--- src/rtl/mem_ctrl_pkg.sv ---
// -----------------------------------------------------------------------------
// mem_ctrl_pkg
// Shared constants and types for the CPU-side memory access controller:
// MMIO window base, controller state encoding, default MMIO read timeout and
// an address-decode helper.
// -----------------------------------------------------------------------------
package mem_ctrl_pkg;

    typedef logic [15:0] word_t;

    // Addresses at or above this value belong to the MMIO block, below it to RAM.
    localparam word_t MMIO_BASE = 16'hFF00;

    // Cycles an MMIO read may wait for mmio_serviced before it is aborted.
    localparam int MMIO_TIMEOUT_DEFAULT = 4;

    typedef enum logic [2:0] {
        MC_IDLE    = 3'd0,
        MC_RAM_RD  = 3'd1,
        MC_MMIO_RD = 3'd2,
        MC_MMIO_WR = 3'd3,
        MC_DONE    = 3'd4
    } mc_state_t;

    function automatic logic is_mmio_addr(input word_t addr);
        return addr >= MMIO_BASE;
    endfunction

endpackage

--- src/rtl/mem_ctrl_if.sv ---
// -----------------------------------------------------------------------------
// mem_ctrl_if
// CPU request/ready bus between the CPU core (master) and mem_ctrl (slave).
//   cpu_req/cpu_we/cpu_byte/cpu_addr/cpu_wdata : request, held until cpu_ready
//   cpu_rdata                                  : registered load data
//   cpu_ready / cpu_err                        : one-cycle completion / error
// -----------------------------------------------------------------------------
interface mem_ctrl_if;
    import mem_ctrl_pkg::*;

    logic  cpu_req;
    logic  cpu_we;
    logic  cpu_byte;
    word_t cpu_addr;
    word_t cpu_wdata;
    word_t cpu_rdata;
    logic  cpu_ready;
    logic  cpu_err;

    modport master (
        output cpu_req, cpu_we, cpu_byte, cpu_addr, cpu_wdata,
        input  cpu_rdata, cpu_ready, cpu_err
    );

    modport slave (
        input  cpu_req, cpu_we, cpu_byte, cpu_addr, cpu_wdata,
        output cpu_rdata, cpu_ready, cpu_err
    );

endinterface

--- src/rtl/mem_lane_steer.sv ---
// -----------------------------------------------------------------------------
// mem_lane_steer
// Combinational byte-lane steering shared by the RAM and MMIO paths.
//   byte_acc  : 1 = byte access, 0 = word access
//   lane_hi   : byte address bit 0 (selects the upper lane on byte accesses)
//   wdata_in  : CPU store data          -> wdata_out : lane-replicated store data
//                                        -> be        : byte enables, bit0 = low
//   rdata_in  : raw 16-bit read data    -> rdata_out : selected lane, zero-ext.
// -----------------------------------------------------------------------------
module mem_lane_steer
    import mem_ctrl_pkg::*;
(
    input  logic       byte_acc,
    input  logic       lane_hi,
    input  word_t      wdata_in,
    input  word_t      rdata_in,
    output word_t      wdata_out,
    output logic [1:0] be,
    output word_t      rdata_out
);

    // Byte stores put the byte on both lanes so the enables alone pick the target.
    assign wdata_out = byte_acc ? {2{wdata_in[7:0]}} : wdata_in;
    assign be        = byte_acc ? (lane_hi ? 2'b10 : 2'b01) : 2'b11;
    assign rdata_out = byte_acc ? {8'h00, (lane_hi ? rdata_in[15:8] : rdata_in[7:0])}
                                : rdata_in;

endmodule

--- src/rtl/mem_ctrl.sv ---
// -----------------------------------------------------------------------------
// mem_ctrl
// CPU-side memory access controller. Decodes each load/store by address,
// routes it to the synchronous RAM or the MMIO block, steers byte lanes and
// stalls the CPU until the access completes. MMIO writes absorb mmio_wait;
// MMIO reads are bounded by MMIO_TIMEOUT.
//   clk, rst_n          : clock, asynchronous active-low reset
//   cpu                 : CPU request/ready bus (mem_ctrl_if.slave)
//   ram_*               : RAM strobe, write enable, word address, enables, data
//   mmio_*              : MMIO strobe, write enable, lane select, address, data,
//                         read data, serviced flag and write wait
// -----------------------------------------------------------------------------
module mem_ctrl
    import mem_ctrl_pkg::*;
#(
    parameter int MMIO_TIMEOUT = MMIO_TIMEOUT_DEFAULT
) (
    input  logic        clk,
    input  logic        rst_n,
    mem_ctrl_if.slave   cpu,
    output logic        ram_en,
    output logic        ram_we,
    output logic [14:0] ram_addr,
    output logic [1:0]  ram_be,
    output word_t       ram_wdata,
    input  word_t       ram_rdata,
    output logic        mmio_en,
    output logic        mmio_we,
    output logic        mmio_byte_select,
    output logic        mmio_byte_enable,
    output word_t       mmio_addr,
    output word_t       mmio_wdata,
    input  word_t       mmio_rdata,
    input  logic        mmio_serviced,
    input  logic        mmio_wait
);

    localparam int CW = $clog2(MMIO_TIMEOUT + 1);

    mc_state_t     state_q, state_d;
    word_t         rdata_q, rdata_d;
    logic          err_q, err_d;
    logic [CW-1:0] cnt_q, cnt_d;

    word_t rd_src;
    word_t lane_rdata;
    logic  is_mmio;
    logic  misaligned;

    assign is_mmio    = is_mmio_addr(cpu.cpu_addr);
    assign misaligned = !cpu.cpu_byte && cpu.cpu_addr[0];

    // Addresses and data follow the held CPU request; only the strobes qualify them.
    assign ram_addr         = cpu.cpu_addr[15:1];
    assign mmio_addr        = {1'b0, cpu.cpu_addr[15:1]};
    assign mmio_byte_select = cpu.cpu_addr[0];
    assign mmio_byte_enable = cpu.cpu_byte;
    assign mmio_wdata       = cpu.cpu_wdata;
    assign cpu.cpu_rdata    = rdata_q;

    // RAM_RD is the only state that captures RAM data; MMIO_RD uses the MMIO bus.
    assign rd_src = (state_q == MC_RAM_RD) ? ram_rdata : mmio_rdata;

    mem_lane_steer u_steer (
        .byte_acc  (cpu.cpu_byte),
        .lane_hi   (cpu.cpu_addr[0]),
        .wdata_in  (cpu.cpu_wdata),
        .rdata_in  (rd_src),
        .wdata_out (ram_wdata),
        .be        (ram_be),
        .rdata_out (lane_rdata)
    );

    // NOTE: non-blocking assignments here so every register samples the
    // pre-edge values regardless of statement order.
    always_ff @(posedge clk or negedge rst_n) begin
        if (!rst_n) begin
            state_q <= MC_IDLE;
            rdata_q <= '0;
            err_q   <= 1'b0;
            cnt_q   <= '0;
        end else begin
            state_q <= state_d;
            rdata_q <= rdata_d;
            err_q   <= err_d;
            cnt_q   <= cnt_d;
        end
    end

    always_comb begin
        // NOTE: every output of this block gets a default first so no path
        // through the case statement can infer a latch.
        state_d       = state_q;
        rdata_d       = rdata_q;
        err_d         = err_q;
        cnt_d         = cnt_q;
        ram_en        = 1'b0;
        ram_we        = 1'b0;
        mmio_en       = 1'b0;
        mmio_we       = 1'b0;
        cpu.cpu_ready = 1'b0;
        cpu.cpu_err   = 1'b0;

        unique case (state_q)
            MC_IDLE: begin
                if (cpu.cpu_req) begin
                    err_d = misaligned;
                    cnt_d = '0;
                    if (is_mmio) begin
                        mmio_en = 1'b1;
                        mmio_we = cpu.cpu_we;
                        if (!cpu.cpu_we) begin
                            // The accept cycle counts as the first wait cycle.
                            state_d = MC_MMIO_RD;
                            cnt_d   = CW'(1);
                        end else if (mmio_wait) begin
                            state_d = MC_MMIO_WR;
                        end else begin
                            state_d = MC_DONE;
                        end
                    end else begin
                        ram_en  = 1'b1;
                        ram_we  = cpu.cpu_we;
                        state_d = cpu.cpu_we ? MC_DONE : MC_RAM_RD;
                    end
                end
            end
            MC_RAM_RD: begin
                rdata_d = lane_rdata;
                state_d = MC_DONE;
            end
            MC_MMIO_RD: begin
                // A response in the timeout cycle still wins over the abort.
                if (mmio_serviced) begin
                    rdata_d = lane_rdata;
                    state_d = MC_DONE;
                end else if (cnt_q == CW'(MMIO_TIMEOUT)) begin
                    rdata_d = '0;
                    err_d   = 1'b1;
                    state_d = MC_DONE;
                end else begin
                    cnt_d = cnt_q + CW'(1);
                end
            end
            MC_MMIO_WR: begin
                mmio_en = 1'b1;
                mmio_we = 1'b1;
                if (!mmio_wait) state_d = MC_DONE;
            end
            MC_DONE: begin
                cpu.cpu_ready = 1'b1;
                cpu.cpu_err   = err_q;
                cnt_d         = '0;
                state_d       = MC_IDLE;
            end
            default: state_d = MC_IDLE;
        endcase
    end

endmodule

--- src/flat_wrapper.sv ---
// flat-port wrapper written by rule: the top's interface ports become plain ports
module mem_ctrl_flat import mem_ctrl_pkg::*;
#(
    parameter int MMIO_TIMEOUT = MMIO_TIMEOUT_DEFAULT
)
  (clk, rst_n, ram_en, ram_we, ram_addr, ram_be, ram_wdata, ram_rdata, mmio_en, mmio_we, mmio_byte_select, mmio_byte_enable, mmio_addr, mmio_wdata, mmio_rdata, mmio_serviced, mmio_wait, cpu_cpu_req, cpu_cpu_we, cpu_cpu_byte, cpu_cpu_addr, cpu_cpu_wdata, cpu_cpu_rdata, cpu_cpu_ready, cpu_cpu_err);
  mem_ctrl_if cpu_i ();
  input  logic clk;
  input  logic rst_n;
  output logic ram_en;
  output logic ram_we;
  output logic [14:0] ram_addr;
  output logic [1:0] ram_be;
  output word_t ram_wdata;
  input  word_t ram_rdata;
  output logic mmio_en;
  output logic mmio_we;
  output logic mmio_byte_select;
  output logic mmio_byte_enable;
  output word_t mmio_addr;
  output word_t mmio_wdata;
  input  word_t mmio_rdata;
  input  logic mmio_serviced;
  input  logic mmio_wait;
  input wire logic [$bits(cpu_i.cpu_req)-1:0] cpu_cpu_req;
  input wire logic [$bits(cpu_i.cpu_we)-1:0] cpu_cpu_we;
  input wire logic [$bits(cpu_i.cpu_byte)-1:0] cpu_cpu_byte;
  input wire logic [$bits(cpu_i.cpu_addr)-1:0] cpu_cpu_addr;
  input wire logic [$bits(cpu_i.cpu_wdata)-1:0] cpu_cpu_wdata;
  output wire logic [$bits(cpu_i.cpu_rdata)-1:0] cpu_cpu_rdata;
  output wire logic [$bits(cpu_i.cpu_ready)-1:0] cpu_cpu_ready;
  output wire logic [$bits(cpu_i.cpu_err)-1:0] cpu_cpu_err;
  assign cpu_i.cpu_req = cpu_cpu_req;
  assign cpu_i.cpu_we = cpu_cpu_we;
  assign cpu_i.cpu_byte = cpu_cpu_byte;
  assign cpu_i.cpu_addr = cpu_cpu_addr;
  assign cpu_i.cpu_wdata = cpu_cpu_wdata;
  assign cpu_cpu_rdata = cpu_i.cpu_rdata;
  assign cpu_cpu_ready = cpu_i.cpu_ready;
  assign cpu_cpu_err = cpu_i.cpu_err;
  mem_ctrl #(.MMIO_TIMEOUT(MMIO_TIMEOUT)) u_core (.clk(clk), .rst_n(rst_n), .cpu(cpu_i), .ram_en(ram_en), .ram_we(ram_we), .ram_addr(ram_addr), .ram_be(ram_be), .ram_wdata(ram_wdata), .ram_rdata(ram_rdata), .mmio_en(mmio_en), .mmio_we(mmio_we), .mmio_byte_select(mmio_byte_select), .mmio_byte_enable(mmio_byte_enable), .mmio_addr(mmio_addr), .mmio_wdata(mmio_wdata), .mmio_rdata(mmio_rdata), .mmio_serviced(mmio_serviced), .mmio_wait(mmio_wait));
endmodule
--- config.mk ---
export PLATFORM = sky130hd
export DESIGN_NAME = mem_ctrl_flat
export DESIGN_NICKNAME = d
export VERILOG_FILES = /design/src/rtl/mem_ctrl_pkg.sv /design/src/rtl/mem_ctrl_if.sv /design/src/rtl/mem_lane_steer.sv /design/src/rtl/mem_ctrl.sv /design/src/flat_wrapper.sv
export SDC_FILE = /design/constraint.sdc
export NUM_CORES = 1
export LEC_CHECK = 0
export ABC_AREA = 1
export CAP_MARGIN = 30
export CORE_ASPECT_RATIO = 1.75
export CORE_MARGIN = 2
export CORE_UTILIZATION = 35
export DETAILED_ROUTE_END_ITERATION = 8
export GPL_TIMING_DRIVEN = 0
export HOLD_SLACK_MARGIN = 0.02
export PLACE_DENSITY = 0.83
export SKIP_LAST_GASP = 1
export SLEW_MARGIN = 20
export SYNTH_ARGS = -nofsm -noshare
export SYNTH_HDL_FRONTEND = slang
export SYNTH_SLANG_ARGS = --single-unit
--- constraint.sdc ---
create_clock -name clk -period 1.5 [get_ports clk]
set_input_delay 0.15 -clock clk [delete_from_list [all_inputs] [get_ports clk]]
set_output_delay 0.15 -clock clk [all_outputs]
set_load 0.03 [all_outputs]
==> key figures <==
Layout
  • Fin util: 70.16%
  • Post-layout nets: 560
  • Ant. Diodes: 0
  • Share of cells above drive strength 1: a little under a third
  • Fin area: 4158 sq um
  • Area grow syn2layout: 92.53%

Clock network
  • Hold_buf cts: 0
  • Clk Latency, worst-skew pair: 260 ps
  • Root buffer cell: clkbuf_8
  • H-tree levels: 1
  • Inserted Clock Buffers: 3
  • Worst-path clk slew: 80 ps
  • CTS tree: built
  • Max Buffers Root-to-Sink: 2
  • CTS Sinks: 23

STA
  • Final worst path period share: 110.7%
  • Worst setup margin: -160.1 ps
  • Endpoints failing setup: 22
  • Max-slew violations: 0
  • Fin. Hold Viols: 0
  • Worst clock skew: 2.271 ps
  • Peak Freq: 602.4 MHz
  • Fin crit period: 1660 ps
  • RSZ-0062 raised after global routing: true

Placement
  • Port Buffer Count: 151
  • Routability Congestion: roughly 0.9
  • DP Worst Slack: -765.3 ps
  • Post-DP HPWL: 6.366 mm
  • Placed Area: 3789 sq um

Critical path
  • Setup crit start kind: register
  • Reg2Reg Depth: 9
  • CP endpoint kind: register
  • Worst r2r src: u_core.state_q[2]$_DFFE_PN0P_
  • Setup CP Type: register to register
  • Reg2Reg Capture Point: u_core.cpu.cpu_rdata[4]$_DFFE_PN0P_
  • Crit Path Max Fanout: 7
  • Worst endpoint required time: 1660 ps
  • WP data arrival: 1820 ps
  • R2R Setup Slk: -160 ps

Route
  • ANT nets after route: 0
  • Starting DRC count in detailed routing: roughly 140
  • WL/cell: 15.18 um
  • # DRC: 0
  • Via density: 4.876
  • Drt total wl: 8.561 mm
  • Pre-antenna DRT Iters: 5
  • Via count: 2750

Global routing
  • Largest net degree at the start of global routing: 17
  • Initial antenna violation count: 0
  • Tot GR Track Use: 23.01%
  • Grt ovf: 0
  • Number of global-route vias before repair: approximately 2800
  • First-pass GRT wire length: 12.72 mm

Floorplanning
  • Die width: 63.38 um
  • Row count: 37
  • I/O pin count: 160
  • Core ar.: 5926 sq um
  • Initial Util: 36.44%
  • Die span in y: 107.9 um
  • Die ar.: 6839 sq um

Synthesis
  • Top-count cell post-synth: nand2_1
  • FF+latch count, synth: 23
  • Cell taking the most area after synthesis: dfrtp_1
  • Top cell type's share of synthesized area: 26.65%
  • Post-synthesis cell type count: 27
  • Top cells by area, synth: dfrtp_1, buf_4, nand2_1, nand3_1, nand2_4
  • Number of synthesized flops with an enable pin: 0
  • Syn Nets: approximately 380
  • Cells after synthesis: 309
  • Synth Flop Type: dfrtp_1
  • Async set-reset flop share out of synthesis: 100.0%
  • Avg Synthesized Cell Area: between 6 and 7 sq um
  • Top cells by count, synth: nand2_1, buf_4, nand3_1, dfrtp_1, inv_1
  • Cell Area, Synth: 2160 sq um
  • Syn. warnings: 0
  • Post-synthesis sequential area ratio: 26.65%

Run
  • Max cap viols: 0

Power and ir drop
  • Pwr dens: 1194 nW/um^2
  • Max IR drop VDD: 0.0005339 V
  • LEAKAGE: approximately 2.1 nW
  • Total power: 4.964 mW

Outcome
  • Status: finished with violations
  • Failing checks: negative setup slack

Hold path
  • Hold Path Class: input port to asynchronous set/reset pin
[cell usage in the layout, fill, tap and decap left out, drive strengths merged]
| cell type | count |
|---|---|
| a21oi | 1 |
| buf | 91 |
| clkbuf | 6 |
| clkdlybuf4s15 | 6 |
| clkdlybuf4s18 | 1 |
| clkdlybuf4s50 | 90 |
| clkinv | 1 |
| conb | 1 |
| dfrtp | 23 |
| dlygate4sd2 | 44 |
| dlymetal6s2s | 3 |
| ha | 2 |
| inv | 17 |
| nand2 | 105 |
| nand3 | 59 |
| nand4 | 4 |
| nor2 | 14 |
| o21ai | 14 |
| o21bai | 2 |
| o31ai | 1 |
| or2 | 1 |
[cells by family (layout without fill, tap and decap cells)]
group / Yosys count / after routing / share of synthesized area [%]
adders and majority gates: 2 / 2 / 1.159
AOI/OAI and AO/OA: 18 / 18 / 5.214
DFF: 23 / 23 / 26.65
other: 1 / 1 / 0.1736
buffers and inverters: 83 / 259 / 26.94
and+or+nand+nor: 182 / 183 / 39.86
[metal layers]
metal	vias up	GRT usage (%)	part of all wire (%)
met5	-	0	0
li1	1297	-	-
met2	178	46.24	56
met1	1248	22.19	32
met3	27	4.393	8.9
met4	0	9.161	3.0
[how the worst max path moves through the flow]
stage                             startpoint                             endpoint  slack (ps)
4_1_cts        u_core.state_q[0]$_DFFE_PN0P_                              mmio_we        -160
6_report       u_core.state_q[2]$_DFFE_PN0P_  u_core.cpu.cpu_rdata[4]$_DFFE_PN0P_        -160
2_1_floorplan  u_core.state_q[0]$_DFFE_PN0P_                              mmio_we        -100
5_1_grt        u_core.state_q[2]$_DFFE_PN0P_  u_core.cpu.cpu_rdata[4]$_DFFE_PN0P_        -200
3_3_place_gp                cpu_cpu_addr[11]                              mmio_we        -730
3_5_place_dp                cpu_cpu_addr[11]                              mmio_we        -770
[through the flow]
stage / TNS, ps / std cells / hold WS [ps]
floorplan: -282.6 / 309 / -145.6
global placement: -11990 / 538 / 462.5
detailed placement: -12940 / 539 / 472.1
CTS: -1125 / 555 / 184.3
global route: -3139 / 564 / 207.4
finish: -1937 / 564 / 174.3
[registers in the layout, indices dropped and copies added, names as in the netlist]
register / flops
u_core.err_q: 1
u_core.cpu.cpu_rdata: 16
u_core.cnt_q: 3
u_core.state_q: 3
[area by class of cell]
cell class,instances,area [sq um]
Tap cell,78,97.59
Clock inverter,1,5.005
Sequential cell,23,578.1
Buffer,65,536.8
Clock buffer,3,41.29
Inverter,17,71.32
Timing Repair Buffer,173,1667
Fill cell,484,1768
Multi-Input combinational cell,204,1161
[power by group]
group,switching (mW),internal [mW]
Clock,0.205,0.185
Combinational,2.03,1.55
Sequential,0.141,0.857
Total,2.37,2.59
[worst max-delay path, cell delays in order, from the launching register on]
cell	delay [ps]
dfrtp_2	410
buf_4	150
buf_4	150
nor2_8	210
nand2_8	110
buf_4	150
nand2_1	100
nand3_1	110
nand3_1	110
nand2_1	50
[what timing repair did]
| action | 4_1_cts | 5_1_grt |
|---|---|---|
| buffers inserted | 14 | 10 |
| gates cloned | 0 | 3 |
| endpoints found under the hold margin | 0 | 0 |
| resized for setup | 128 | 29 |
| pin swaps | 4 | 12 |
| setup endpoints to repair | 58 | 40 |
No activity file was read; power rests on OpenSTA's default activity.
